<file path="src/rtl/csr_timer_intc_pkg.sv">
// Shared CSR map, TCFG field positions and the write-request payload for the
// timer / interrupt-controller CSR block.
package csr_timer_intc_pkg;

  localparam int unsigned CSR_NUM_W  = 14;
  localparam int unsigned CSR_DATA_W = 32;

  localparam logic [CSR_NUM_W-1:0] CSR_TMR_BASE = 14'h0100;
  localparam logic [CSR_NUM_W-1:0] CSR_TICLR    = 14'h0110;
  localparam logic [CSR_NUM_W-1:0] CSR_INTEN    = 14'h0111;
  localparam logic [CSR_NUM_W-1:0] CSR_INTPEND  = 14'h0112;

  localparam int unsigned TCFG_EN_BIT   = 0;
  localparam int unsigned TCFG_PER_BIT  = 1;
  localparam int unsigned TCFG_INIT_LSB = 2;

  typedef struct packed {
    logic                  we;
    logic [CSR_NUM_W-1:0]  num;
    logic [CSR_DATA_W-1:0] mask;
    logic [CSR_DATA_W-1:0] value;
  } csr_wr_t;

  function automatic logic [CSR_NUM_W-1:0] tcfg_addr(input int unsigned idx);
    return CSR_TMR_BASE + CSR_NUM_W'(2 * idx);
  endfunction

  function automatic logic [CSR_NUM_W-1:0] tval_addr(input int unsigned idx);
    return tcfg_addr(idx) + CSR_NUM_W'(1);
  endfunction

endpackage

</file>
<file path="src/rtl/csr_timer_chan.sv">
// One countdown timer channel: TCFG register, counter, pending flag and its
// TICLR clear, all decoded from the shared CSR write request.
module csr_timer_chan
  import csr_timer_intc_pkg::*;
#(
  parameter int unsigned TIMER_W  = 32,
  parameter int unsigned CHAN_IDX = 0
) (
  input  logic                  clk,
  input  logic                  reset,
  input  csr_wr_t               csr_wr,
  output logic [CSR_DATA_W-1:0] tcfg_rdata,
  output logic [CSR_DATA_W-1:0] tval_rdata,
  output logic                  pend
);

  logic [TIMER_W-1:0] cfg_q, cfg_d;
  logic [TIMER_W-1:0] cnt_q, cnt_d;
  logic               pend_q, pend_d;

  logic               cfg_hit_c;
  logic               clr_hit_c;
  logic [TIMER_W-1:0] cfg_new_c;
  logic [TIMER_W-1:0] reload_c;

  assign cfg_hit_c = csr_wr.we && (csr_wr.num == tcfg_addr(CHAN_IDX));
  assign clr_hit_c = csr_wr.we && (csr_wr.num == CSR_TICLR) &&
                     (|(csr_wr.mask & csr_wr.value & (CSR_DATA_W'(1) << CHAN_IDX)));

  assign cfg_new_c = (csr_wr.mask[TIMER_W-1:0] & csr_wr.value[TIMER_W-1:0]) |
                     (~csr_wr.mask[TIMER_W-1:0] & cfg_q);
  assign reload_c  = {cfg_q[TIMER_W-1:TCFG_INIT_LSB], {TCFG_INIT_LSB{1'b0}}};

  // A fresh enable-write reloads; otherwise step while enabled until parked at all-ones.
  always_comb begin
    cfg_d  = cfg_q;
    cnt_d  = cnt_q;
    pend_d = pend_q;

    if (clr_hit_c) begin
      pend_d = 1'b0;
    end
    if (cfg_q[TCFG_EN_BIT] && (cnt_q == '0)) begin
      pend_d = 1'b1;
    end

    if (cfg_hit_c) begin
      cfg_d = cfg_new_c;
    end

    if (cfg_hit_c && cfg_new_c[TCFG_EN_BIT]) begin
      cnt_d = {cfg_new_c[TIMER_W-1:TCFG_INIT_LSB], {TCFG_INIT_LSB{1'b0}}};
    end else if (cfg_q[TCFG_EN_BIT] && (cnt_q != '1)) begin
      if ((cnt_q == '0) && cfg_q[TCFG_PER_BIT]) begin
        cnt_d = reload_c;
      end else begin
        cnt_d = cnt_q - TIMER_W'(1);
      end
    end
  end

  always_ff @(posedge clk) begin
    if (reset) begin
      cfg_q  <= '0;
      cnt_q  <= '1;
      pend_q <= 1'b0;
    end else begin
      cfg_q  <= cfg_d;
      cnt_q  <= cnt_d;
      pend_q <= pend_d;
    end
  end

  assign tcfg_rdata = CSR_DATA_W'(cfg_q);
  assign tval_rdata = CSR_DATA_W'(cnt_q);
  assign pend       = pend_q;

endmodule

</file>
<file path="src/rtl/csr_timer_intc.sv">
// CSR-mapped timer bank plus interrupt controller: synchronised external lines
// (level or sticky-edge), INTEN mask, INTPEND view and the global has_int.
module csr_timer_intc
  import csr_timer_intc_pkg::*;
#(
  parameter int unsigned         NUM_TIMERS = 2,
  parameter int unsigned         TIMER_W    = 32,
  parameter int unsigned         NUM_HWI    = 8,
  parameter logic [NUM_HWI-1:0]  HWI_EDGE   = '0
) (
  input  logic                           clk,
  input  logic                           reset,
  input  logic                           valid,
  input  logic [CSR_NUM_W-1:0]           csr_num,
  input  logic                           csr_we,
  input  logic [CSR_DATA_W-1:0]          csr_wmask,
  input  logic [CSR_DATA_W-1:0]          csr_wvalue,
  output logic [CSR_DATA_W-1:0]          csr_rvalue,
  input  logic [NUM_HWI-1:0]             hw_int_in,
  input  logic                           crmd_ie,
  output logic [NUM_TIMERS+NUM_HWI-1:0]  int_pend,
  output logic                           has_int
);

  localparam int unsigned NUM_INT = NUM_TIMERS + NUM_HWI;

  csr_wr_t csr_wr;

  logic [CSR_DATA_W-1:0] tcfg_rd [NUM_TIMERS];
  logic [CSR_DATA_W-1:0] tval_rd [NUM_TIMERS];
  logic [NUM_TIMERS-1:0] tmr_pend;

  logic [NUM_HWI-1:0] hwi_s1_q, hwi_s1_d;
  logic [NUM_HWI-1:0] hwi_s2_q, hwi_s2_d;
  logic [NUM_HWI-1:0] hwi_s3_q, hwi_s3_d;
  logic [NUM_HWI-1:0] hwi_sticky_q, hwi_sticky_d;
  logic [NUM_INT-1:0] inten_q, inten_d;

  logic [NUM_HWI-1:0] hwi_clr_c;
  logic [NUM_HWI-1:0] hwi_pend_c;

  assign csr_wr = '{we: valid & csr_we, num: csr_num, mask: csr_wmask, value: csr_wvalue};

  for (genvar g = 0; g < NUM_TIMERS; g++) begin : g_chan
    csr_timer_chan #(
      .TIMER_W  (TIMER_W),
      .CHAN_IDX (g)
    ) u_chan (
      .clk        (clk),
      .reset      (reset),
      .csr_wr     (csr_wr),
      .tcfg_rdata (tcfg_rd[g]),
      .tval_rdata (tval_rd[g]),
      .pend       (tmr_pend[g])
    );
  end

  // Synchroniser chain; the third stage only feeds edge detection.
  always_comb begin
    hwi_s1_d  = hw_int_in;
    hwi_s2_d  = hwi_s1_q;
    hwi_s3_d  = hwi_s2_q;
    hwi_clr_c = '0;
    if (csr_wr.we && (csr_num == CSR_INTPEND)) begin
      hwi_clr_c = csr_wmask[NUM_HWI-1:0] & csr_wvalue[NUM_HWI-1:0];
    end
    // A new edge overrides a same-cycle software clear.
    hwi_sticky_d = ((hwi_sticky_q & ~hwi_clr_c) | (hwi_s2_q & ~hwi_s3_q)) & HWI_EDGE;

    inten_d = inten_q;
    if (csr_wr.we && (csr_num == CSR_INTEN)) begin
      inten_d = (csr_wmask[NUM_INT-1:0] & csr_wvalue[NUM_INT-1:0]) |
                (~csr_wmask[NUM_INT-1:0] & inten_q);
    end
  end

  always_ff @(posedge clk) begin
    if (reset) begin
      hwi_s1_q     <= '0;
      hwi_s2_q     <= '0;
      hwi_s3_q     <= '0;
      hwi_sticky_q <= '0;
      inten_q      <= '0;
    end else begin
      hwi_s1_q     <= hwi_s1_d;
      hwi_s2_q     <= hwi_s2_d;
      hwi_s3_q     <= hwi_s3_d;
      hwi_sticky_q <= hwi_sticky_d;
      inten_q      <= inten_d;
    end
  end

  assign hwi_pend_c = hwi_sticky_q | (hwi_s2_q & ~HWI_EDGE);
  assign int_pend   = {tmr_pend, hwi_pend_c};
  assign has_int    = crmd_ie & (|(int_pend & inten_q));

  // Read mux; unmapped addresses and TICLR fall through to zero.
  always_comb begin
    csr_rvalue = '0;
    if (csr_num == CSR_INTEN) begin
      csr_rvalue = CSR_DATA_W'(inten_q);
    end
    if (csr_num == CSR_INTPEND) begin
      csr_rvalue = CSR_DATA_W'(int_pend);
    end
    for (int unsigned i = 0; i < NUM_TIMERS; i++) begin
      if (csr_num == tcfg_addr(i)) begin
        csr_rvalue = tcfg_rd[i];
      end
      if (csr_num == tval_addr(i)) begin
        csr_rvalue = tval_rd[i];
      end
    end
  end

endmodule
</file>
<file path="config.mk">
export PLATFORM = sky130hd
export DESIGN_NAME = csr_timer_intc
export DESIGN_NICKNAME = d
export VERILOG_FILES = /design/src/rtl/csr_timer_intc_pkg.sv /design/src/rtl/csr_timer_chan.sv /design/src/rtl/csr_timer_intc.sv
export SDC_FILE = /design/constraint.sdc
export NUM_CORES = 1
export LEC_CHECK = 0
export BUFFER_PORTS_ARGS = -buffer_cell sky130_fd_sc_hd__buf_2
export CORE_MARGIN = 2
export CORE_UTILIZATION = 35
export CTS_CLUSTER_SIZE = 12
export DETAILED_ROUTE_END_ITERATION = 10
export GPL_TIMING_DRIVEN = 0
export PLACE_DENSITY_LB_ADDON = 0.25
export RECOVER_POWER = 25
export SYNTH_ARGS = -nofsm -noshare
export SYNTH_HDL_FRONTEND = slang
export SYNTH_HIERARCHICAL = 1
export SYNTH_SLANG_ARGS = --single-unit
export TNS_END_PERCENT = 50
</file>
<file path="constraint.sdc">
create_clock -name clk -period 3.3 [get_ports clk]
set_clock_uncertainty 0.1 [all_clocks]
set_input_delay 0.66 -clock clk [delete_from_list [all_inputs] [get_ports clk]]
set_output_delay 0.66 -clock clk [all_outputs]
set_load 0.01 [all_outputs]
</file>
# [After elaboration in Yosys (flattened, before gate mapping)]
# Cells that the tools add are included.
[word_totals] reg_bits=156 output_inout_bits=43 word_cells=70
[op_classes] n_eq_ne=9 bitwise_logic=13 n_reduce_logical=21 addsub=2 n_mux=16
[op_table] cell="$mux 32" n=11
[op_table] cell="$eq 14x9->1 const B" n=7
[op_table] cell="$and 32x32->32" n=3
[op_table] cell="$logic_not 32->1" n=2
[op_table] cell="$ne 32x32->1 const B" n=2
[op_table] cell="$or 32x32->32" n=2
[op_table] cell="$sub 32x1->32 const B" n=2
[op_table] cell="$not 32->32" n=1
[op_table] cell="$and 10x10->10" n=3
[op_table] cell="$logic_and 1x1->1" n=14
[op_table] cell="$mux 10" n=1
[op_table] cell="$not 10->10" n=1
[op_table] cell="$or 10x10->10" n=1
[op_table] cell="$reduce_or 10->1" n=1
[op_table] cell="$reduce_bool 2->1" n=4
[op_table] cell="$mux 1" n=4
[op_table] cell="$and 1x1->1" n=2

# [Logic depth before layout (Yosys ltp)]
[logic_depth] ltp_word=7 depth_mapped=11 depth_no_buf=8

# [Modules after synthesis]
# Netlist, hierarchy kept.
[modules_own_cells] mod="csr_timer_chan (g_chan[1].u_chan)" area_per_inst_um2=3901.2 instances=1 cells_each=506
[modules_own_cells] mod="csr_timer_chan (g_chan[0].u_chan)" area_per_inst_um2=3853.7 instances=1 cells_each=476
[modules_own_cells] mod="csr_timer_intc" area_per_inst_um2=2004.4 instances=1 cells_each=256

# [Worst setup path before layout]
# No wires, ideal clock.
[synth_path] path_kind="input port to flip-flop" from="in valid" to="reg g_chan[1].u_chan.cnt_q[20]" setup_time_ns=0.137 t_required_ns=3.063 n_path_buf=2 arrival_ns=2.718 stages=8 path_slack_ns=0.345 cell_sequence="and2_1 clkbuf_1 nor4bb_1 nand4_1 nor4bb_1 nor2b_1 buf_1 a22oi_1"
[synth_rtl] element="start: declaration" line="csr_timer_intc.sv:13" text="input logic valid,"
[synth_rtl] element="end signal: assignment" line="csr_timer_chan.sv:69" text="cnt_q <= cnt_d;"
[synth_rtl] element="end: declaration" line="csr_timer_chan.sv:18" text="logic [TIMER_W-1:0] cnt_q, cnt_d;"

# [Worst setup path in the final report]
[layout_path] from="in csr_num[1]" to="out csr_rvalue[3]"
[layout_between] elab_chain_len=7 word_cells_on_any_way=12 cone_classes="eq/ne: 6; mux: 6"
[layout_lines] element="start: declaration" line="csr_timer_intc.sv:14" text="input logic [CSR_NUM_W-1:0] csr_num,"
[layout_lines] element="$eq 14x9->1" line="csr_timer_intc.sv:100" text="if (csr_num == CSR_INTEN) begin"
[layout_lines] element="$mux 10" line="csr_timer_intc.sv:100"
[layout_lines] element="$mux 32" line="csr_timer_intc.sv:103" text="if (csr_num == CSR_INTPEND) begin"
[layout_lines] element="$mux 32" line="csr_timer_intc.sv:107" text="if (csr_num == tcfg_addr(i)) begin"
[layout_lines] element="$mux 32" line="csr_timer_intc.sv:110" text="if (csr_num == tval_addr(i)) begin"
[layout_lines] element="$mux 32" line="csr_timer_intc.sv:107"
[layout_lines] element="$mux 32 (*)" line="csr_timer_intc.sv:110"
[layout_lines] element="end: declaration" line="csr_timer_intc.sv:18" text="output logic [CSR_DATA_W-1:0] csr_rvalue,"
# Mark *: on every way between the ends. The rest lies on a longest branch, timed or not.

==> flow_metrics.py <==
metrics = {
    "worst_setup_path": {
        "reg2reg_slack_ps": 60,
        "crit_start": "csr_num[1]",
        "crit_path_frequent_cell": "buf_2",
        "worstPathArrival_ps": 2560,
        "crit_fanout": 10,
        "r2r-end": "g_chan[1].u_chan/tval_rdata[18]",
        "critPathKind": "in2out",
        "slowest_stage": "nor4_2",
        "crit_path_end_kind": "primary output",
        "slowest_delay_ps": 490,
        "r2r-start": "g_chan[1].u_chan/tval_rdata[15]",
        "cp_data_required_time_ps": 2540,
        "reg2reg_depth": 9,
        "crit_chain": "buf_2, buf_2, nor4_2, buf_2, a32oi_1, a311oi_1, buf_2",
        "cp-start-kind": "input port",
    },
    "sta": {
        "fin_ws_ps": -22.3,
        "setup_tns_ps": -22.3,
        "relSlewSlack_pct": 32.2,
        "finalHoldViolCount": 0,
        "tightest_slew_ps": 1010,
        "period_minus_slack_ps": 3320,
        "max_freq_ghz": 0.301,
        "fin_crit_sh_pct": 101,
        "setup_viol": 1,
        "finalMaxSlewViolations": 0,
        "rsz0062_at_grt": "true",
    },
    "pwr": {
        "p_switching_uw": 1210,
        "switching_share_pct": 26.7,
        "combPwrFrac_pct": 8.2,
        "internal-power_uw": 3320,
        "clockPowerShare_pct": 49.7,
        "ir_drop_mv": 0.312,
        "powerDensity_nw_per_um2": 389,
        "seq_power_share_pct": 42.2,
        "power_leakage_uw": 0.00438,
    },
    "synth": {
        "synth_edf_count": 0,
        "synth_cells": 1238,
        "synth.distinct_cells": 78,
        "async_flop_share_pct": 0,
        "synth_flop_cell": "dfxtp_1",
        "synth-seq-cells": 156,
        "ys_warn_count": 6,
        "synthesis.nets": 1333,
        "synth_area_um2": 9760,
        "synth-seq-area-share_pct": 32.0,
        "syn_avg_cell_area_um2": 7.88,
    },
    "detailed_routing": {
        "drc": 0,
        "dr_total_vias": 11200,
        "wirelength_mm": 43.1,
        "first_pass_iters": 6,
        "wire_per_inst_um": 24.2,
        "avgViaCountPerCell": 6.28,
        "ant_nets": 0,
        "drt_iter0_drc": 1873,
    },
    "global_routing": {
        "busiest_layer": "met2",
        "grt_start_max_net_pins": 17,
        "grt_pass1_wl_mm": 63.3,
        "met1_usage_pct": 40.9,
        "grt-ovfl-total": 0,
        "met3_usage_pct": 3.54,
        "grt_usage_pct": 29.0,
        "met2_usage_pct": 45.4,
        "grt_pass1_vias": 9926,
        "antenna_found_initial": 0,
    },
    "finish": {
        "insertedDiodeCount": 0,
        "drive_above_1_share_pct": 17.0,
        "instances_no_fill": 1783,
        "fill_cells": 2886,
        "final_core_util_pct": 42.0,
        "area_growth_pct": 19.0,
        "final_nets": 1487,
    },
    "place": {
        "pre_cts_ws_ps": -557,
        "place.port_buffers": 133,
        "dpl.cell_count": 1750,
        "hpwl_mm": 33.0,
        "globalplace.congestion": 1.02,
    },
    "cts": {
        "cts_tree": "built",
        "clock_path_buffers": 2,
        "insertion_delay_ps": 430,
        "htree_levels": 4,
        "root_buffer": "clkbuf_16",
        "cts_made_buffers": 17,
        "clk_pin_slew_ps": 80,
        "cts_sinks": 156,
        "cts_hold_buf": 0,
    },
    "run_status": {
        "violations": "negative setup slack",
        "outcome": "finished with violations",
    },
    "die": {
        "die_area_um2": 29200,
        "die_height_um": 171,
        "rows": 61,
        "pin_count": 134,
        "die_w_um": 171,
        "start_util_pct": 35.3,
        "coreArea_um2": 27600,
    },
    "run": {
        "cap_violations": 0,
    },
    "hold_path": {
        "whs_path_depth": 2,
        "hold_path_class": "in2reg",
        "min_to": "hwi_s1_q[0]",
        "holdCritStartpoint": "hw_int_in[0]",
    },
}
## cells by family after synthesis
group                    share of synthesized area, %
AO/OA/AOI/OAI                                    23.1
XOR/XNOR                                         2.33
adder cells (fa/ha/maj)                         0.513
buffers and inverters                            4.37
flip-flops                                       32.0
multiplexers                                     9.96
AND/OR/NAND/NOR                                  27.7
## state kept, by name, summed over array words and instances (netlist names), named ones only
name                      flops
hwi_s2_q                      8
hwi_s1_q                      8
g_chan.u_chan/tcfg_rdata     62
g_chan.u_chan/pend            2
g_chan.u_chan/tval_rdata     64
## metrics by stage
stage / power (uW) / instance area, um2 / hold WS [ps]
2_1_floorplan: 2090 / 9760 / 314
3_3_place_gp: 2300 / 10900 / 315
3_5_place_dp: 2300 / 10900 / 325
4_1_cts: 4520 / 11600 / 321
5_1_grt: 4630 / 11600 / 324
6_report: 4520 / 11600 / 325
## per-layer routing
metal,vias up,share of wire (%)
li1,5038,-
met1,5341,41
met2,713,45
met3,104,11
met4,0,3.5
met5,-,0
## critical path: cells and delay by family
kind                   cells  cell delay, ps
buffers and inverters      4             870
AO/OA/AOI/OAI              2             530
AND/OR/NAND/NOR            1             490
## cells in the final DEF, fill, tap and decap left out, types with 40 or more instances in the layout
cell	n
nand2_1	160
dfxtp_1	156
buf_2	140
nor2_1	94
a21oi_1	92
nand3_1	74
mux2i_1	69
clkbuf_1	62
o21ai_0	46
nand4_1	40
## timing repair
action / 4_1_cts / 5_1_grt
setup endpoints to repair: 48 / 55
resized for setup: 14 / 18
buffers inserted: 0 / 1
pin swaps: 0 / 1
## cells in the mapped netlist, types with 9 or more instances
master,n,share of area [%]
o2bb2ai_1,23,2.1
clkbuf_1,60,2.3
a221oi_1,14,1.3
mux2_2,23,2.7
xnor2_1,12,1.1
nor3_1,35,1.8
o21ai_1,14,0.72
nor2_1,95,3.7
or3_1,14,0.90
a222oi_1,22,2.3
or4_1,13,1.0
dfxtp_1,156,32
a21oi_1,92,4.7
mux2i_1,69,7.1
nand3_1,74,3.8
o21ai_0,46,2.4
inv_1,9,0.35
buf_2,20,1.0
nor4_1,24,1.5
o211ai_1,21,1.6
a31oi_1,24,1.5
nor2b_1,23,1.5
nand4_1,40,2.6
xor2_1,14,1.3
nand2_1,160,6.2
## cell type report
class	instances	area, um2	share of cell area [%]
multi-input cells	985	6260	53.9
flip-flops and latches	156	3120	26.9
repair buffers	135	662	5.70
well taps	378	473	4.07
clock buffers	17	425	3.66
plain buffers	87	410	3.53
clock inverters	15	221	1.91
inverters	10	37.5	0.323
## power groups by stage
stage          sequential, uW  clock [uW]  combinational (uW)
6_report                 1910        2250                 369
5_1_grt                  1910        2330                 384
4_1_cts                  1910        2260                 356
3_5_place_dp             1950           0                 351
3_3_place_gp             1950           0                 351
2_1_floorplan            1950           0                 145
## worst max path at each step
stage,endpoint,slack (ps),depth (start not counted)
final,csr_rvalue[3],-20,7
after CTS,csr_rvalue[15],10,8
after floorplan,g_chan[1].u_chan/tval_rdata[20],340,8
after detailed placement,g_chan[1].u_chan/tval_rdata[25],-560,11
after global routing,csr_rvalue[3],-50,7
after global placement,g_chan[1].u_chan/tval_rdata[11],-1610,9
(Power assumes the default switching activity.)
